`config.mk`:
```
export PLATFORM = sky130hd
export DESIGN_NAME = delay_sweep_sequencer
export DESIGN_NICKNAME = d
export VERILOG_FILES = /design/src/rtl/delay_sweep_sequencer.sv
export SDC_FILE = /design/constraint.sdc
export NUM_CORES = 1
export LEC_CHECK = 0
export BUFFER_PORTS_ARGS = -buffer_cell sky130_fd_sc_hd__buf_2
export CAP_MARGIN = 20
export CORE_MARGIN = 1.5
export CORE_UTILIZATION = 50
export CTS_BUF_LIST = sky130_fd_sc_hd__clkbuf_2
export DETAILED_ROUTE_END_ITERATION = 7
export PLACE_DENSITY = 0.77
export SYNTH_ARGS = -nofsm -noshare
export SYNTH_HDL_FRONTEND = slang
export SYNTH_SLANG_ARGS = --single-unit
```
`constraint.sdc`:
```
create_clock -name clk -period 3.2 [get_ports clk]
set_clock_uncertainty 0.1 [all_clocks]
set_input_delay 0.16 -clock clk [delete_from_list [all_inputs] [get_ports clk]]
set_output_delay 0.16 -clock clk [all_outputs]
set_load 0.02 [all_outputs]
```
`src/rtl/delay_sweep_sequencer.sv`:
```
// Beam-steering delay sequencer: holds a per-beam delay table and serially programs
// channel delay registers on manual request or on a frame-counted sweep advance.
module delay_sweep_sequencer #(
  parameter int NUM_CH    = 3,
  parameter int NUM_BEAMS = 8,
  parameter int IDX_W     = 3
) (
  input  logic                         clk,
  input  logic                         reset,
  input  logic                         ws,
  input  logic                         cfg_we,
  input  logic [$clog2(NUM_BEAMS)-1:0] cfg_beam,
  input  logic [1:0]                   cfg_ch,
  input  logic [IDX_W-1:0]             cfg_delay,
  input  logic                         sweep_en,
  input  logic [$clog2(NUM_BEAMS)-1:0] sweep_last,
  input  logic [7:0]                   dwell_frames,
  input  logic                         load_req,
  input  logic [$clog2(NUM_BEAMS)-1:0] load_beam,
  output logic                         load_ack,
  output logic [2:0]                   dly_sel,
  output logic                         dly_data,
  output logic                         dly_clk,
  output logic                         busy,
  output logic [$clog2(NUM_BEAMS)-1:0] beam_idx,
  output logic                         load_done
);

  localparam int BW    = $clog2(NUM_BEAMS);
  localparam int NBITS = NUM_CH * IDX_W;
  localparam int CH_IW = (NUM_CH > 1) ? $clog2(NUM_CH) : 1;
  localparam int BC_W  = $clog2(IDX_W + 1);

  typedef enum logic [1:0] {IDLE, SHIFT_LO, SHIFT_HI, DONE} state_t;

  state_t            state;
  logic [IDX_W-1:0]  tbl [NUM_BEAMS][NUM_CH];
  logic              ws_q;
  logic [7:0]        frame_cnt;
  logic              pending;
  logic [BW-1:0]     tgt;
  logic [NBITS-1:0]  snap;
  logic [BC_W-1:0]   bit_cnt;

  logic              ws_rise;
  logic [7:0]        dwell_eff;
  logic              expire;
  logic [BW-1:0]     adv_next;
  logic              start_manual;
  logic              start_adv;
  logic [BW-1:0]     start_beam;
  logic [NBITS-1:0]  start_flat;

  always_comb begin
    ws_rise      = ws & ~ws_q;
    dwell_eff    = (dwell_frames == 8'd0) ? 8'd1 : dwell_frames;
    expire       = sweep_en && ws_rise && (({1'b0, frame_cnt} + 9'd1) >= {1'b0, dwell_eff});
    // beam_idx beyond sweep_last wraps to 0 just like reaching it
    adv_next     = (beam_idx >= sweep_last) ? '0 : beam_idx + BW'(1);
    start_manual = (state == IDLE) && load_req;
    start_adv    = (state == IDLE) && !load_req && pending && sweep_en;
    start_beam   = load_req ? load_beam : adv_next;
    start_flat   = '0;
    // channel 0 occupies the top of the snapshot so shifting left walks ch0..chN, MSB first
    for (int unsigned c = 0; c < NUM_CH; c++) begin
      start_flat[(NUM_CH-1-c)*IDX_W +: IDX_W] = tbl[start_beam][CH_IW'(c)];
    end
  end

  always_ff @(posedge clk) begin
    if (reset) begin
      state     <= IDLE;
      tbl       <= '{default: '0};
      ws_q      <= 1'b0;
      frame_cnt <= '0;
      pending   <= 1'b0;
      beam_idx  <= '0;
      tgt       <= '0;
      snap      <= '0;
      bit_cnt   <= '0;
      dly_sel   <= '0;
      dly_data  <= 1'b0;
      dly_clk   <= 1'b0;
      busy      <= 1'b0;
      load_ack  <= 1'b0;
      load_done <= 1'b0;
    end else begin
      ws_q      <= ws;
      load_ack  <= 1'b0;
      load_done <= 1'b0;

      if (cfg_we && (int'(cfg_ch) < NUM_CH)) tbl[cfg_beam][cfg_ch] <= cfg_delay;

      if (!sweep_en) begin
        frame_cnt <= '0;
        pending   <= 1'b0;
      end else begin
        if (ws_rise) frame_cnt <= expire ? 8'd0 : frame_cnt + 8'd1;
        if (expire && !pending) pending <= 1'b1;
        if (start_adv) pending <= 1'b0;
      end

      case (state)
        IDLE: begin
          if (start_manual || start_adv) begin
            state    <= SHIFT_LO;
            load_ack <= start_manual;
            tgt      <= start_beam;
            snap     <= start_flat;
            dly_sel  <= '0;
            dly_data <= start_flat[NBITS-1];
            bit_cnt  <= BC_W'(IDX_W - 1);
            busy     <= 1'b1;
          end
        end
        SHIFT_LO: begin
          state   <= SHIFT_HI;
          dly_clk <= 1'b1;
        end
        SHIFT_HI: begin
          dly_clk <= 1'b0;
          snap    <= snap << 1;
          if (bit_cnt == '0) begin
            if (dly_sel == 3'(NUM_CH - 1)) begin
              state     <= DONE;
              load_done <= 1'b1;
              beam_idx  <= tgt;
              dly_sel   <= '0;
              dly_data  <= 1'b0;
            end else begin
              state    <= SHIFT_LO;
              dly_sel  <= dly_sel + 3'd1;
              dly_data <= snap[NBITS-2];
              bit_cnt  <= BC_W'(IDX_W - 1);
            end
          end else begin
            state    <= SHIFT_LO;
            dly_data <= snap[NBITS-2];
            bit_cnt  <= bit_cnt - BC_W'(1);
          end
        end
        DONE: begin
          state <= IDLE;
          busy  <= 1'b0;
        end
        default: state <= IDLE;
      endcase
    end
  end

endmodule

```
# Yosys cells after proc, flatten, opt, wreduce, memory -nomap -nowiden
# Index checks and enable logic that the tools add are counted.
# totals
inputBits	28
regBits	108
output_inout_bits	11
# op_classes
reduce_logical	29
n_eq_ne	7
n_lt_le_gt_ge	8
n_addsub	5
n_bitwise	10
n_mux	34
# ops
cell	count
bitwise mux 72 bit	1
binary-select mux 9 bit (select 3 bit)	1
demux 9 bit (select 3 bit)	1
two-way mux 9 bit	3
two-way mux 8 bit	3
two-way mux 3 bit	6
one-hot mux 8 bit (2 select lines)	1
two-way mux 2 bit	6
logical AND 1 bit	10
adder 8 x 1 -> 9 bit (second input constant)	1
greater-or-equal comparator 9 x 8 -> 1 bit	1
AND reduction 3 bit	3
OR reduction 3 bit	3
adder 8 x 1 -> 8 bit (second input constant)	1
greater-or-equal comparator 4 bit (second input constant)	2
zero test 8 bit	1
NOT 3 -> 4 bit	2
one-hot mux 2 bit (4 select lines)	1
adder 3 x 1 -> 3 bit (second input constant)	2
demux 3 bit (select 2 bit)	1
NOT 1 bit	6
one-hot mux 1 bit (2 select lines)	3
one-hot mux 3 bit (2 select lines)	1
AND reduction 2 bit	3
21 further kinds	30

# Logic depth before layout (Yosys ltp)
# logic_depth
ltp_word	9
depth_mapped	10
mapped_depth_nobuf	10

# Worst setup path after synthesis
# Ideal clock, no wire load.
# synth_path
path_type	flip-flop to flip-flop
startpoint	reg frame_cnt[0]
endpoint	reg frame_cnt[0]
t_arrival_ns	2.236
path_slack_ns	0.731
synth_period_minus_slack_ns	2.469
stages_incl_launch_ff	11
required_time_ns	2.967
n_path_buf	0
path_cell_list	dfxtp_1 -> ha_1 -> nand3_1 -> nor2_1 -> xor2_1 -> ha_1 -> and3_1 -> nand3_1 -> o221a_2 -> o21ai_0 -> nor2_1
# synth_via
elab_chain_len	4
# synth_rtl
item	line_no	source
from (decl)	39	logic [7:0] frame_cnt;
from (signal assigned)	98	if (ws_rise) frame_cnt <= expire ? 8'd0 : frame_cnt + 8'd1;
adder 8 x 1 -> 9 bit	57	expire = sweep_en && ws_rise && (({1'b0, frame_cnt} + 9'd1) >= {1'b0, dwell_eff});
greater-or-equal comparator 9 x 8 -> 1 bit	57	
logical AND 1 bit	57	
two-way mux 8 bit (*)	98	
# Every way passes the cells marked *; elsewhere a longest branch is shown, timed or not.
# A chain may end at the register's enable or synchronous reset.

# Worst setup path after layout
# layout_path
startpoint	reg frame_cnt[0]
endpoint	reg pending
# layout_via
elab_chain_len	4
# layout_rtl
item	line_no	source
adder 8 x 1 -> 9 bit	57	
greater-or-equal comparator 9 x 8 -> 1 bit	57	
logical AND 1 bit	57	
logical AND 1 bit	99	if (expire && !pending) pending <= 1'b1;
to (signal assigned)	96	pending <= 1'b0;
to (signal assigned)	99	
to (signal assigned)	100	if (start_adv) pending <= 1'b0;
to (decl)	40	logic pending;
# Every way passes these cells.

==> metrics.md <==
| Metric | Value |
|---|---|
| Initial antenna violation count | 0 |
| Crit path launch type | flip-flop |
| Hold Violations, Final | 0 |
| Wire per inst | 17.0 um |
| Setup CP Type | flip-flop to flip-flop |
| CTS tree | built |
| Min-Delay Path Class | input port to flip-flop |
| Seq cells post-synth | ~110 |
| Final instance area | ~6000 sq um |
| Drt via density | 6.00 |
| Slowest cell on the critical path | dlygate4sd3_1 |
| Layout cells sized above 1 | 0.120 |
| Fmax | 0.334 GHz |
| DRT antenna net count | 0 |
| Clock Pin Slew Worst Setup and Hold Paths | about 0.28 ns |
| Critical-path cell list | ha_2, nand3_2, nor2_2, xor2_1, ha_1, and3_1, nand3_1, o221a_2, or3_1, a21oi_1, dlygate4sd3_1 |
| CTS Buffer Depth | 2 |
| Total Routing Usage GR | 0.252 |
| N_diodes | 0 |
| I/O pins | 39 |
| EDFF count, synth | 0 |
| Floorplan Core Area | 10400 sq um |
| Cells after Synth | 647 |
| TritonCTS buffer count | 9 |
| Initial drt markers | just over 400 |
| Area contributors post-synth | dfxtp_1 (40%), mux2i_1 (8.9%), nand2_1 (6.1%) |
| Post-Syn Area | 5390 sq um |
| Worst VDD drop | 0.266 mV |
| Placed Cells | 794 |
| Main synth FF type | dfxtp_1 |
| Largest net degree at the start of global routing | 80 |
| Register area share after synthesis | 0.401 |
| Final WL | between 10 and 15 mm |
| Unrepaired setup endpoints after global routing | no |
| Synth area leader | dfxtp_1 |
| Initial Util | 0.519 |
| Die width | roughly 110 um |
| Post-layout minimum cycle time | 3.00 ns |
| Post-route insts no fill | approximately 820 |
| R2R setup slack | 0.20 ns |
| Root buffer cell | clkbuf_2 |
| Fillers | 955 |
| Nets | 728 |
| First-pass GRT wire length | 23.0 mm |
| Crit-path max FO | 7 |
| Clk sink count | 108 |
| Syn_area_per_cell | 8.33 sq um |
| Crit share post-route | 0.936 |
| H-tree levels | 3 |
| Mapped Nets | 694 |
| Worst Tran Pin Value | 0.948 ns |
| Status | finished clean |
| CP max stage delay | between 0.5 and 0.6 ns |
| Post-synth top area share | 0.401 |
| Library cells used by synthesis | 54 |
| Leak | 2.19 nW |
| CP Capture Type | flip-flop |
| Max-slew violation count | 0 |
| # DRC | 0 |
| Placed cell areas | 5640 sq um |
| Row cnt | 37 |
| Data required, critical path | ~3.6 ns |
| Synth warn | 0 |
| CP Data Arrival Time | approximately 3.4 ns |
| Slew headroom | 0.367 |
| Die height | about 110 um |
| DRT Pass-1 Iters | 5 |
| Setup TNS | 0 ns |
| Vias in the first global route | 4745 |
| P&R area growth vs syn | 9.45% |
| Worst skew pair latency | 0.57 ns |
| PwrDens | 410 nW/um^2 |
| Final Setup Violations | 0 |
| Total Die Area | between 10000 and 15000 sq um |
| GR Overflow Total | 0 |
| Synth async-reset ratio | 0 |
| Detail Placement HPWL | between 9 and 10 mm |
| Vias | 4930 |
| Placer Congestion | 0.881 |
| Port bufs | 38 |
| Max-cap violation count | 0 |
==> synth_stat cells (6+ instances only) <==
library cell,n
xnor2_1,7
nand3b_1,7
and3_1,10
inv_1,19
xor2_1,6
dfxtp_1,108
a31oi_1,6
nand3_1,49
nand2_1,88
clkbuf_1,25
a211oi_1,14
nor3b_1,8
ha_1,19
mux2i_1,48
a21oi_1,55
o21ai_0,19
nor2_1,77
==> metrics by stage <==
| stage | setup WS (ns) | total power, mW | util | hold slack (ns) |
|---|---|---|---|---|
| 6_report | 0.205 | 2.42 | 0.569 | 0.0380 |
| 5_1_grt | 0.0158 | 2.52 | 0.569 | 0.0141 |
| 4_1_cts | 0.0241 | 2.42 | 0.566 | 0.0127 |
| 3_5_place_dp | 0.358 | 1.79 | 0.544 | 0.313 |
| 3_3_place_gp | 0.526 | 1.78 | 0.544 | 0.305 |
| 2_1_floorplan | 0.731 | 1.69 | - | 0.188 |
==> cells in the final DEF (no fill, tap or decap), types with 3 or more instances in the layout <==
cell             n
a21o_1           4
dlygate4sd3_1   11
nor2_1          76
nand2_1         88
a32o_1           5
a2111oi_0        4
nor2b_1          4
nand2b_1         4
dfxtp_1        105
nor3b_1          8
xnor2_1          7
nand4_1          3
a21oi_1         55
nor3_1           5
o21ai_0         19
ha_1            18
inv_1           19
xor2_1           6
a22oi_1          4
clkbuf_2        10
buf_4            8
a31oi_1          6
a22o_1           5
nor2_2           4
a211oi_1        14
mux2i_1         48
buf_2           38
nand3_1         47
nand3b_1         7
and3_1          10
mux2_2           4
a2bb2oi_1        3
==> worst max-delay path: cells and delay by family (launching register included) <==
kind	cells	cell delay, ns
flip-flops	1	0.43
buffers and inverters	1	0.56
AO/OA/AOI/OAI	2	0.47
adder cells (fa/ha/maj)	2	0.52
XOR/XNOR	1	0.09
AND/OR/NAND/NOR	5	0.79
==> area by class of cell <==
type,instances,area [sq um],share of cell area
Inverter,20,75.1,0.0127
Sequential cell,108,2170,0.368
Clock buffer,10,50.0,0.00849
Tap cell,136,170,0.0289
Clock inverter,6,63.8,0.0108
Timing Repair Buffer,57,360,0.0611
Multi-Input combinational cell,485,3010,0.510
==> flip-flops by register name (all words and copies together), names as in the netlist <==
| name | count |
|---|---|
| tbl | 72 |
| frame_cnt | 8 |
| snap | 8 |
| beam_idx | 3 |
| dly_sel | 3 |
| tgt | 3 |
| bit_cnt | 2 |
| state | 2 |
| busy | 1 |
| dly_clk | 1 |
| dly_data | 1 |
| load_ack | 1 |
| load_done | 1 |
| pending | 1 |
| ws_q | 1 |
==> cell families (layout without fill, tap and decap cells) <==
family	Yosys count	after routing	share of synthesized area
adders and majority gates	19	19	0.0441
muxes	53	53	0.102
buffers and inverters	54	93	0.0434
AOI/OAI and AO/OA	132	132	0.160
DFF	108	108	0.401
and+or+nand+nor	268	268	0.229
xor gates and xnor gates	13	13	0.0211
==> final timing paths <==
check          startpoint       to  cells after the start
max reg2reg  frame_cnt[0]  pending                     11
min reg2reg       tbl[56]  tbl[56]                      2
min           cfg_beam[0]  tbl[32]                      5
max          frame_cnt[0]  pending                     11
==> timing repair <==
action	in CTS	in global routing
resized for setup	0	9
setup buffers	0	1
hold buffers	11	0
endpoints found under the setup margin	0	1
endpoints found under the hold margin	64	0
==> power by group <==
group | internal, mW | total (mW) | switching, mW
Sequential | 1.39 | 1.41 | 0.0233
Clock | 0.184 | 0.636 | 0.451
Combinational | 0.129 | 0.373 | 0.244
==> routing by layer <==
layer / track usage / vias up / part of all wire
met3: 0.0365 / 28 / 0.065
met2: 0.447 / 190 / 0.50
met1: 0.319 / 2360 / 0.42
met4: 0.0686 / 0 / 0.020
li1: - / 2352 / -
met5: 0 / - / 0
Note: power is estimated with default switching activity, not from simulation.
